### src/rtl/store_trace_fifo_pkg.sv
// Shared types for the store trace buffer: one captured store entry and the drop counter width.
package store_trace_fifo_pkg;

  localparam int DROP_CNT_W = 8;

  typedef struct packed {
    logic [31:0] adr;
    logic [31:0] data;
  } store_entry_t;

endpackage

### src/rtl/store_trace_ram.sv
// DEPTH x 64-bit entry storage with wrapping read/write pointers; one write port, async read of the head.
// Writes and pointer moves land on the rising edge; the caller gates wr_en/rd_en against full/empty.
module store_trace_ram
  import store_trace_fifo_pkg::*;
#(
  parameter int DEPTH = 8
) (
  input  logic         clk,
  input  logic         reset,
  input  logic         clear,
  input  logic         wr_en,
  input  logic         rd_en,
  input  store_entry_t wr_entry,
  output store_entry_t rd_entry
);

  localparam int AW = $clog2(DEPTH);

  store_entry_t   mem [DEPTH];
  logic [AW-1:0]  wr_ptr;
  logic [AW-1:0]  rd_ptr;

  // DEPTH is a power of two, so natural pointer overflow is the modulo wrap
  always_ff @(posedge clk or negedge reset) begin
    if (!reset) begin
      wr_ptr <= '0;
      rd_ptr <= '0;
    end else if (clear) begin
      wr_ptr <= '0;
      rd_ptr <= '0;
    end else begin
      if (wr_en) wr_ptr <= wr_ptr + AW'(1);
      if (rd_en) rd_ptr <= rd_ptr + AW'(1);
    end
  end

  always_ff @(posedge clk) begin
    if (wr_en) mem[wr_ptr] <= wr_entry;
  end

  assign rd_entry = mem[rd_ptr];

endmodule

### src/rtl/store_trace_fifo.sv
// Passive tap on processor stores: buffers {Adr, WriteData}, head visible one cycle after push.
// Consumer pops with out_ready; stores into a full buffer without a same-cycle pop are dropped and counted.
module store_trace_fifo
  import store_trace_fifo_pkg::*;
#(
  parameter int          DEPTH      = 8,
  parameter logic [31:0] MATCH_ADR  = 32'd100,
  parameter logic [31:0] MATCH_DATA = 32'd7
) (
  input  logic                    clk,
  input  logic                    reset,
  input  logic                    MemWrite,
  input  logic [31:0]             Adr,
  input  logic [31:0]             WriteData,
  input  logic                    clear,
  output logic                    out_valid,
  input  logic                    out_ready,
  output logic [31:0]             out_adr,
  output logic [31:0]             out_data,
  output logic [$clog2(DEPTH):0]  count,
  output logic                    overflow,
  output logic [DROP_CNT_W-1:0]   drop_cnt,
  output logic                    done
);

  localparam int                  CW       = $clog2(DEPTH) + 1;
  localparam logic [CW-1:0]       FULL     = CW'(DEPTH);
  localparam logic [DROP_CNT_W-1:0] DROP_MAX = '1;

  logic         full;
  logic         pop;
  logic         push;
  logic         drop;
  logic         match;
  store_entry_t wr_entry;
  store_entry_t rd_entry;

  assign full      = (count == FULL);
  assign out_valid = (count != '0);
  assign pop       = out_valid & out_ready & ~clear;
  // a pop in the same cycle frees the slot, so a full buffer still accepts
  assign push      = MemWrite & (~full | pop) & ~clear;
  assign drop      = MemWrite & full & ~pop & ~clear;
  assign match     = MemWrite & (Adr == MATCH_ADR) & (WriteData == MATCH_DATA);
  assign wr_entry  = '{adr: Adr, data: WriteData};

  store_trace_ram #(.DEPTH(DEPTH)) u_ram (
    .clk      (clk),
    .reset    (reset),
    .clear    (clear),
    .wr_en    (push),
    .rd_en    (pop),
    .wr_entry (wr_entry),
    .rd_entry (rd_entry)
  );

  assign out_adr  = rd_entry.adr;
  assign out_data = rd_entry.data;

  always_ff @(posedge clk or negedge reset) begin
    if (!reset) begin
      count    <= '0;
      overflow <= 1'b0;
      drop_cnt <= '0;
      done     <= 1'b0;
    end else if (clear) begin
      count    <= '0;
      overflow <= 1'b0;
      drop_cnt <= '0;
      done     <= 1'b0;
    end else begin
      if (push && !pop)      count <= count + CW'(1);
      else if (pop && !push) count <= count - CW'(1);
      if (drop) overflow <= 1'b1;
      if (drop && drop_cnt != DROP_MAX) drop_cnt <= drop_cnt + DROP_CNT_W'(1);
      // the completion marker counts even when its store is dropped
      if (match) done <= 1'b1;
    end
  end

endmodule

### config.mk
export PLATFORM = sky130hd
export DESIGN_NAME = store_trace_fifo
export DESIGN_NICKNAME = d
export VERILOG_FILES = /design/src/rtl/store_trace_fifo_pkg.sv /design/src/rtl/store_trace_ram.sv /design/src/rtl/store_trace_fifo.sv
export SDC_FILE = /design/constraint.sdc
export NUM_CORES = 1
export LEC_CHECK = 0
export ABC_AREA = 1
export CAP_MARGIN = 5
export CORE_ASPECT_RATIO = 0.6
export CORE_UTILIZATION = 40
export DETAILED_ROUTE_END_ITERATION = 16
export MAX_ROUTING_LAYER = met4
export PLACE_DENSITY = 0.58
export SETUP_SLACK_MARGIN = 0.4
export SKIP_CTS_REPAIR_TIMING = 1
export SKIP_LAST_GASP = 1
export SYNTH_ARGS = -nofsm -noshare
export SYNTH_HDL_FRONTEND = slang
export SYNTH_HIERARCHICAL = 1
export SYNTH_SLANG_ARGS = --single-unit
export TNS_END_PERCENT = 20
### constraint.sdc
create_clock -name clk -period 11.8 [get_ports clk]
set_input_delay 1.18 -clock clk [delete_from_list [all_inputs] [get_ports clk]]
set_output_delay 1.18 -clock clk [all_outputs]
set_load 0.02 [all_outputs]
==> flow_summary.json, run 1 <==
{
  "run_status": "finished, final reports clean",
  "critPathMaxFanout": 145,
  "die_width_um": 318,
  "viasPerCell": 4.64,
  "clock-sinks": 532,
  "slowest_delay_ns": 1.07,
  "core-area_um2": 58300,
  "ir_drop_uv": 94.4,
  "setup_slack_ns": 6.38,
  "grt_pass1_vias": 15495,
  "grt_pass1_wl_um": 88900,
  "required_ns": 10.62,
  "grt_util_all_layers": 0.195,
  "grt_start_max_net_pins": 245,
  "place.gp.congestion": 0.798,
  "start_kind": "flip-flop",
  "dpl_cell_area_um2": 25900,
  "path_cells": "inv_6 > buf_4 > nand2_1 > nand3_1 > nand2_1 > nand2_1 > nand2_1 > clkdlybuf4s50_1",
  "hold_class": "flip-flop to flip-flop",
  "first_pass_iters": 6,
  "crit_path_start": "u_ram/rd_ptr[0]$_DFFE_PN0P_",
  "slew_headroom": 0.133,
  "dr_total_vias": 15653,
  "use_met1": 0.266,
  "hp-start": "overflow$_DFFE_PN0P_",
  "gr-usage-met2": 0.310,
  "clkTransAtPathRegs_ns": 0.06,
  "powerDensity_nw_per_um2": 162,
  "syn_inst": 2443,
  "clock_skew_ns": 0.0125,
  "antenna_found_initial": 3,
  "p_total_w": 0.00446,
  "synth_fp_nets": 2518,
  "die-height_um": 191,
  "wl_um": 57000,
  "rows": 68,
  "final_nets": 2637,
  "synth-seq-cells": 532,
  "initial_core_util": 0.410,
  "clock-root-buffer": "clkbuf_16",
  "die-area_um2": 60800,
  "clock_path_buffers": 3,
  "area_delta_synth_final_pct": 15.0,
  "final_area_um2": 27500,
  "synthesis.area_um2": 23900,
  "initialDrtViolationCount": 1149,
  "tritoncts": "built",
  "final-setup-viol-count": 0,
  "period_share": 0.460,
  "timing.fmax_ghz": 0.184,
  "grt_use_met3": 0.0300,
  "rsz0062_at_grt": "no",
  "post-route-min-period_ns": 5.42,
  "synth_area_per_cell_um2": 9.79,
  "wl_per_cell_um": 16.9,
  "overflow": 0,
  "synth.yosys.seq_area_share": 0.664,
  "dp_hpwl_um": 29700,
  "place.port_buffers": 147,
  "cp-end-kind": "output port",
  "worstSetupPathType": "flip-flop to output port",
  "yosysWarnings": 6,
  "hold_viol": 0,
  "timing.hold.ws_ns": 0.504,
  "slew_violations": 0,
  "tritoncts.num_buffers": 51,
  "ant_nets": 0,
  "io_pins": 148,
  "drc": 0,
  "path_common_cell": "nand2_1",
  "leakage_nw": 12.2,
  "synth_cell_type_count": 35,
  "crit_slowest_cell": "buf_4",
  "setup-tns-final_ns": 0,
  "worstMarginPinSlew_ns": 1.30,
  "cap_violations": 0,
  "clock_latency_ns": 0.58,
  "drive_gt1_frac": 0.0450,
  "top_usage_layer": "met2",
  "arrival_ns": 4.24,
  "rr_startpoint": "count[1]$_DFFE_PN0P_",
  "place_ws_ns": 6.86,
  "h-tree-depth": 2,
  "fill_cells": 5375
}
-- worst max-delay path, delay by kind of cell (launching register included) --
| kind | cells | cell delay, ns |
|---|---|---|
| buffers and inverters | 3 | 2.29 |
| flip-flops | 1 | 0.58 |
| AND/OR/NAND/NOR | 5 | 0.50 |
-- Yosys cell counts --
| cell type | number | area share |
|---|---|---|
| nand2_1 | 898 | 0.14 |
| inv_1 | 535 | 0.084 |
| edfxtp_1 | 512 | 0.64 |
| nand3_1 | 268 | 0.056 |
| nor2_1 | 60 | 0.0094 |
| buf_2 | 43 | 0.0090 |
| buf_4 | 27 | 0.0085 |
| dfrtp_1 | 20 | 0.021 |
| buf_6 | 16 | 0.0075 |
| clkbuf_1 | 10 | 0.0016 |
| a21oi_1 | 5 | 0.0010 |
| ha_1 | 5 | 0.0026 |
| buf_1 | 4 | 0.00063 |
| inv_4 | 4 | 0.0010 |
| nand2_2 | 3 | 0.00079 |
| nand2_4 | 3 | 0.0014 |
| nor2_4 | 3 | 0.0014 |
| o21ai_0 | 3 | 0.00063 |
| xor2_1 | 3 | 0.0011 |
| a211oi_1 | 2 | 0.00063 |
| nand3_2 | 2 | 0.00084 |
| nor3_1 | 2 | 0.00042 |
| o21ai_1 | 2 | 0.00042 |
| xnor2_1 | 2 | 0.00073 |
| a21oi_4 | 1 | 0.00068 |
| clkinv_4 | 1 | 0.00037 |
| fa_1 | 1 | 0.00084 |
| inv_2 | 1 | 0.00016 |
| nand3_4 | 1 | 0.00073 |
| nand3b_1 | 1 | 0.00031 |
| nand4_1 | 1 | 0.00026 |
| nand4_2 | 1 | 0.00052 |
| nor3_4 | 1 | 0.00068 |
| or2_1 | 1 | 0.00026 |
| or2_2 | 1 | 0.00026 |
-- sequential cells by signal (all words and copies together), names as in the netlist --
signal and cells:
drop_cnt 8, u_ram/rd_ptr 3, u_ram/wr_ptr 3, count 4
done 1, u_ram/mem 512, overflow 1
-- through the flow --
step	util	instances
global route	0.472	3374
detailed placement	0.445	3279
finish	0.472	3374
global placement	0.445	3279
CTS	0.472	3371
floorplan	-	2443
-- placed cells by master, fill, tap and decap left out, types with 3 or more instances in the layout --
master / n
inv_4: 4
xor2_1: 3
diode_2: 3
clkbuf_16: 53
nand3_1: 268
nor2_4: 11
clkinv_2: 5
ha_1: 5
a21oi_1: 5
o21ai_0: 3
inv_1: 533
bufinv_16: 3
nand2_4: 3
dfrtp_1: 17
edfxtp_1: 512
clkinv_1: 11
nor2_1: 52
nand2_2: 3
clkbuf_1: 18
buf_4: 18
nand2_1: 898
clkdlybuf4s50_1: 147
-- final timing paths --
kind	end	slack, ns	cells past startpoint
hold / removal	overflow$_DFFE_PN0P_	0.50	2
max in group asynchronous	u_ram/rd_ptr[0]$_DFFE_PN0P_	9.92	1
min in group asynchronous	drop_cnt[4]$_DFFE_PN0P_	1.15	1
hold reg to reg	overflow$_DFFE_PN0P_	0.50	2
setup reg to reg	u_ram/mem[7][14]$_DFFE_PP_	8.61	7
setup / recovery	out_adr[24]	6.38	8
-- power by group --
group          internal [W]  switching (W)  leakage, nW
registers           0.00211      0.0000289         4.89
logic              0.000266       0.000479         6.56
clock network      0.000886       0.000689        0.754
total               0.00326        0.00120         12.2
-- cells by family after synthesis --
logic type,after synthesis,synth area share
AND/OR/NAND/NOR,1246,0.214
XOR/XNOR,5,0.00183
adder cells (fa/ha/maj),6,0.00345
buffers and inverters,641,0.113
flip-flops,532,0.664
AO/OA/AOI/OAI,13,0.00340
-- cell type report --
class                   count  area, um^2  area share
flip-flops and latches    532       15900       0.578
clock buffers              71        1390      0.0507
multi-input cells        1270        5390       0.196
well taps                 770         963      0.0350
clock inverters            21         171     0.00624
inverters                 541        2050      0.0746
repair buffers            166        1630      0.0592
diodes                      3        7.51    0.000273
-- metal layers --
metal  part of all wire  vias up
met1               0.47     7427
met4              0.018        0
met5                  0        -
met2               0.46      329
li1                   -     7819
met3              0.048       78
No activity file was read; power rests on OpenSTA's default activity.
==> run 2, diff against run 1 <==
--- a/config.mk
+++ b/config.mk
@@ -11,7 +11,7 @@
 export CORE_UTILIZATION = 40
 export DETAILED_ROUTE_END_ITERATION = 16
 export MAX_ROUTING_LAYER = met4
-export PLACE_DENSITY = 0.58
+export PLACE_DENSITY = 0.61
 export SETUP_SLACK_MARGIN = 0.4
 export SKIP_CTS_REPAIR_TIMING = 1
 export SKIP_LAST_GASP = 1
==> constraint.sdc (replaced) <==
create_clock -name clk -period 4.9 [get_ports clk]
set_input_delay 0.49 -clock clk [delete_from_list [all_inputs] [get_ports clk]]
set_output_delay 0.49 -clock clk [all_outputs]
set_load 0.02 [all_outputs]
==> flow_summary.json, run 2 (synthesized netlist as in run 1, its figures left out) <==
{
  "reg_top3": "u_ram/mem: 512 flops, drop_cnt: 8 flops, count: 4 flops",
  "final_nets": 2639,
  "tritoncts.num_buffers": 50,
  "dp_hpwl_um": 29900,
  "worstSetupPathType": "flip-flop to output port",
  "ant_nets": 0,
  "antenna_found_initial": 3,
  "dr_total_vias": 15721,
  "rr_startpoint": "count[0]$_DFFE_PN0P_",
  "viasPerCell": 4.65,
  "period_share": 0.862,
  "dp_cells": 3282,
  "place.port_buffers": 147,
  "rsz0062_at_grt": "no",
  "die-height_um": 191,
  "initial_core_util": 0.410,
  "clock_skew_ns": 0.0182,
  "combPwrFrac": 0.168,
  "clkPwrFrac": 0.354,
  "setup-tns-final_ns": 0,
  "die-area_um2": 60800,
  "overflow": 0,
  "crit_path_start": "u_ram/rd_ptr[0]$_DFFE_PN0P_",
  "wl_per_cell_um": 16.4,
  "final-setup-viol-count": 0,
  "drc": 0,
  "crit_cells": 8,
  "slowest_delay_ns": 1.01,
  "initialDrtViolationCount": 1160,
  "switching_share": 0.270,
  "cp-end-kind": "output port",
  "path_delay_family": "buffers and inverters",
  "run_status": "finished, final reports clean",
  "cap_violations": 0,
  "die_width_um": 318,
  "endpoint": "out_adr[12]",
  "leakage_nw": 12.3,
  "first_pass_iters": 5,
  "reg2reg_to": "u_ram/mem[3][24]$_DFFE_PP_",
  "required_ns": 4.41,
  "clock-sinks": 532,
  "timing.hold.ws_ns": 0.466,
  "layout_common_cells": "898 x nand2_1, 533 x inv_1, 512 x edfxtp_1",
  "clkTransAtPathRegs_ns": 0.07,
  "critPathMaxFanout": 75,
  "wl_um": 55400,
  "h-tree-depth": 2,
  "start_kind": "flip-flop",
  "worstMarginPinSlew_ns": 1.16,
  "grt_start_max_net_pins": 185,
  "switchingPower_w": 0.00290,
  "crit_buf_inv": 3,
  "crit_slowest_cell": "dfrtp_4",
  "p_seq_frac": 0.478,
  "slew_violations": 0,
  "finalNonFillerCells": 3378,
  "reg2regPathDepth": 7,
  "path_common_cell": "nand2_1",
  "timing.fmax_ghz": 0.237,
  "powerDensity_nw_per_um2": 389,
  "tritoncts": "built",
  "area_delta_synth_final_pct": 15.7,
  "clock_latency_ns": 0.58,
  "path_cells": "inv_6 > buf_4 > nand2_1 > nand3_1 > nand2_1 > nand2_1 > nand2_1 > clkdlybuf4s50_1",
  "hold_class": "input port to asynchronous set/reset pin",
  "place.gp.congestion": 0.769,
  "io_pins": 148,
  "slew_headroom": 0.225,
  "layout_commonest_cell": "nand2_1",
  "final_core_utilization": 0.475,
  "largest_register_ff_count": 512,
  "grt_pass1_vias": 15363,
  "clock-root-buffer": "clkbuf_16",
  "drive_gt1_frac": 0.0495,
  "post-route-min-period_ns": 4.23,
  "regToRegSetupSlack_ns": 2.13,
  "arrival_ns": 3.74,
  "dpl_cell_area_um2": 26100,
  "ir_drop_uv": 243,
  "grt_util_all_layers": 0.188,
  "core-area_um2": 58300,
  "final_area_um2": 27700,
  "p_int_w": 0.00785,
  "hold_viol": 0,
  "grt_pass1_wl_um": 86500,
  "rows": 68,
  "clock_path_buffers": 3,
  "top_register": "u_ram/mem"
}
[run 2: cell type report]
| cell class | count | area (um^2) |
|---|---|---|
| fill | 5308 | 30600 |
| antenna | 2 | 5.00 |
| clock buffer | 60 | 1350 |
| inverter | 541 | 2050 |
| clock inverter | 34 | 240 |
| sequential | 532 | 15900 |
| multi-input combinational | 1270 | 5390 |
| timing repair buffer | 169 | 1770 |
| tap | 770 | 963 |
[run 2: how the worst min path moves through the flow]
stage	startpoint	end	cells past startpoint	slack [ns]
2_1_floorplan	reset	count[0]$_DFFE_PN0P_	0	0.19
3_3_place_gp	overflow$_DFFE_PN0P_	overflow$_DFFE_PN0P_	2	0.49
3_5_place_dp	overflow$_DFFE_PN0P_	overflow$_DFFE_PN0P_	2	0.50
4_1_cts	reset	drop_cnt[3]$_DFFE_PN0P_	1	0.47
5_1_grt	reset	drop_cnt[3]$_DFFE_PN0P_	1	0.50
6_report	reset	count[2]$_DFFE_PN0P_	1	0.47
[run 2: worst register-to-register path: cells and delay by family (launching register included)]
kind	cells	cell delay, ns
buf+inv	1	0.53
flops	1	0.47
simple gates	6	1.40
[run 2: through the flow]
| step | total power (W) | setup slack (ns) |
|---|---|---|
| 4_1_cts | 0.0109 | 0.690 |
| 5_1_grt | 0.0112 | 0.429 |
| 6_report | 0.0108 | 0.675 |
| 3_3_place_gp | 0.00703 | 1.33 |
| 3_5_place_dp | 0.00706 | 1.34 |
| 2_1_floorplan | 0.00637 | 0.391 |
[run 2: layer usage]
metal / vias to the layer above / routed length, um / global-route usage
li1: 7827 / - / -
met1: 7435 / 26400 / 0.260
met2: 382 / 25200 / 0.294
met3: 77 / 2890 / 0.0274
met4: 0 / 886 / 0.0465
met5: - / 0 / -
[run 2: power groups by stage]
stage	Sequential, W	Clock (W)	Combinational [W]
3_5_place_dp	0.00524	0	0.00183
6_report	0.00514	0.00380	0.00181
3_3_place_gp	0.00523	0	0.00180
5_1_grt	0.00515	0.00409	0.00200
2_1_floorplan	0.00522	0	0.00115
4_1_cts	0.00514	0.00390	0.00183
==> run 3, diff against run 2 <==
--- a/config.mk
+++ b/config.mk
@@ -7,11 +7,14 @@
 export LEC_CHECK = 0
 export ABC_AREA = 1
 export CAP_MARGIN = 5
+export CELL_PAD_IN_SITES_DETAIL_PLACEMENT = 1
+export CELL_PAD_IN_SITES_GLOBAL_PLACEMENT = 2
 export CORE_ASPECT_RATIO = 0.6
-export CORE_UTILIZATION = 40
+export CORE_MARGIN = 1
+export CORE_UTILIZATION = 38
 export DETAILED_ROUTE_END_ITERATION = 16
 export MAX_ROUTING_LAYER = met4
-export PLACE_DENSITY = 0.61
+export PLACE_DENSITY = 0.8
 export SETUP_SLACK_MARGIN = 0.4
 export SKIP_CTS_REPAIR_TIMING = 1
 export SKIP_LAST_GASP = 1
==> constraint.sdc (replaced) <==
create_clock -name clk -period 3.98 [get_ports clk]
set_input_delay 0.398 -clock clk [delete_from_list [all_inputs] [get_ports clk]]
set_output_delay 0.398 -clock clk [all_outputs]
set_load 0.02 [all_outputs]
==> flow_summary.json, run 3 (synthesized netlist as in run 1, its figures left out) <==
{
  "place_ws_ns": 1.01,
  "die-height_um": 196,
  "reg_top3": "u_ram/mem: 512 flops, drop_cnt: 8 flops, count: 4 flops",
  "hold_class": "input port to asynchronous set/reset pin",
  "first_pass_iters": 5,
  "clock-root-buffer": "clkbuf_16",
  "run_status": "finished, final reports clean",
  "initialDrtViolationCount": 866,
  "drc": 0,
  "regArea_um2": 15900,
  "clock_skew_ns": 0.0142,
  "p_total_w": 0.0134,
  "rr_startpoint": "count[0]$_DFFE_PN0P_",
  "die-area_um2": 63900,
  "period_share": 0.858,
  "layout_common_cells": "898 x nand2_1, 533 x inv_1, 512 x edfxtp_1",
  "ant_nets": 0,
  "worstMarginPinSlew_ns": 0.999,
  "reg2reg_to": "u_ram/mem[2][25]$_DFFE_PP_",
  "timing.hold.ws_ns": 0.369,
  "post-route-min-period_ns": 3.41,
  "tritoncts.num_buffers": 52,
  "timing.fmax_ghz": 0.293,
  "io_pins": 148,
  "wl_per_cell_um": 18.4,
  "clock_path_buffers": 3,
  "setup_slack_ns": 0.567,
  "slew_headroom": 0.332,
  "worstSetupPathType": "flip-flop to output port",
  "dr_total_vias": 16342,
  "cap_violations": 0,
  "final_nets": 2653,
  "cp-end-kind": "output port",
  "clkTransAtPathRegs_ns": 0.06,
  "layout_commonest_cell": "nand2_1",
  "critPathMaxFanout": 34,
  "required_ns": 3.58,
  "tritoncts": "built",
  "regToRegSetupSlack_ns": 1.49,
  "fill_cells": 6887,
  "rsz0062_at_grt": "no",
  "dpl_cell_area_um2": 26300,
  "wl_um": 63300,
  "top_register": "u_ram/mem",
  "grt_start_max_net_pins": 221,
  "final_area_um2": 27900,
  "final-setup-viol-count": 0,
  "arrival_ns": 3.02,
  "hold_viol": 0,
  "multiInputGateArea_um2": 5390,
  "place.gp.congestion": 0.738,
  "die_width_um": 326,
  "largest_register_ff_count": 512,
  "leakage_nw": 12.4,
  "ir_drop_uv": 259,
  "initial_core_util": 0.388,
  "overflow": 0,
  "viasPerCell": 4.74,
  "powerDensity_nw_per_um2": 480,
  "rows": 70,
  "clock-sinks": 532,
  "grt_util_all_layers": 0.206,
  "slew_violations": 0,
  "grt_pass1_wl_um": 99700,
  "place.port_buffers": 147,
  "antenna_found_initial": 1,
  "h-tree-depth": 2,
  "clock_latency_ns": 0.58,
  "area_delta_synth_final_pct": 16.8,
  "dp_hpwl_um": 36800,
  "reg2regPathDepth": 8,
  "core-area_um2": 61600,
  "grt_pass1_vias": 17761,
  "drive_gt1_frac": 0.0531,
  "start_kind": "flip-flop"
}
-- run 3: cell count changes in the layout (fill, tap and decap cells not counted), sizes merged --
cell / previous run / this run
buf: 22 / 33
clkinv: 27 / 23
diode: 2 / 1
clkinvlp: 4 / 2
bufinv: 3 / 2
clkbuf: 60 / 69
inv: 541 / 540
-- run 3: critical path: stages, from the launching register on --
cell	delay, ns
dfrtp_4	0.50
inv_4	0.39
buf_4	0.42
nand3_1	0.13
nand2_1	0.07
nand2_1	0.05
nand2_1	0.19
clkdlybuf4s50_1	0.64
-- run 3: how the worst max path moves through the flow --
stage	endpoint	start	cells past startpoint
2_1_floorplan	u_ram/mem[0][0]$_DFFE_PP_	count[2]$_DFFE_PN0P_	7
3_3_place_gp	u_ram/mem[2][9]$_DFFE_PP_	clear	10
3_5_place_dp	u_ram/mem[2][11]$_DFFE_PP_	clear	10
4_1_cts	out_adr[8]	u_ram/rd_ptr[0]$_DFFE_PN0P_	7
5_1_grt	out_adr[28]	u_ram/rd_ptr[0]$_DFFE_PN0P_	8
6_report	out_data[23]	u_ram/rd_ptr[1]$_DFFE_PN0P_	7
-- run 3: routing by layer --
layer	vias up	part of all wire	global-route usage
met1	8141	0.48	0.281
met2	256	0.46	0.331
met5	-	0	-
li1	7851	-	-
met4	0	0.020	0.0452
met3	94	0.036	0.0249
-- run 3: layout make-up --
| type | count | area share |
|---|---|---|
| Tap cell | 828 | 0.0371 |
| Multi-Input combinational cell | 1270 | 0.193 |
| Sequential cell | 532 | 0.569 |
| Clock inverter | 26 | 0.00623 |
| Clock buffer | 68 | 0.0506 |
| Antenna cell | 1 | 0.0000896 |
| Inverter | 541 | 0.0735 |
| Timing Repair Buffer | 181 | 0.0704 |
-- run 3: metrics by stage --
| step | setup TNS (ns) | utilization | cells |
|---|---|---|---|
| after floorplan | -212.82 | - | 2443 |
| final | 0 | 0.453 | 3447 |
| after global routing | 0 | 0.453 | 3447 |
| after detailed placement | 0 | 0.427 | 3351 |
| after global placement | 0 | 0.427 | 3351 |
| after CTS | 0 | 0.453 | 3445 |
-- run 3: power breakdown --
part	internal, W	switching, W	leakage, nW	total [W]
clock network	0.00262	0.00211	0.776	0.00473
logic	0.000824	0.00155	6.70	0.00237
registers	0.00625	0.0000536	4.89	0.00630
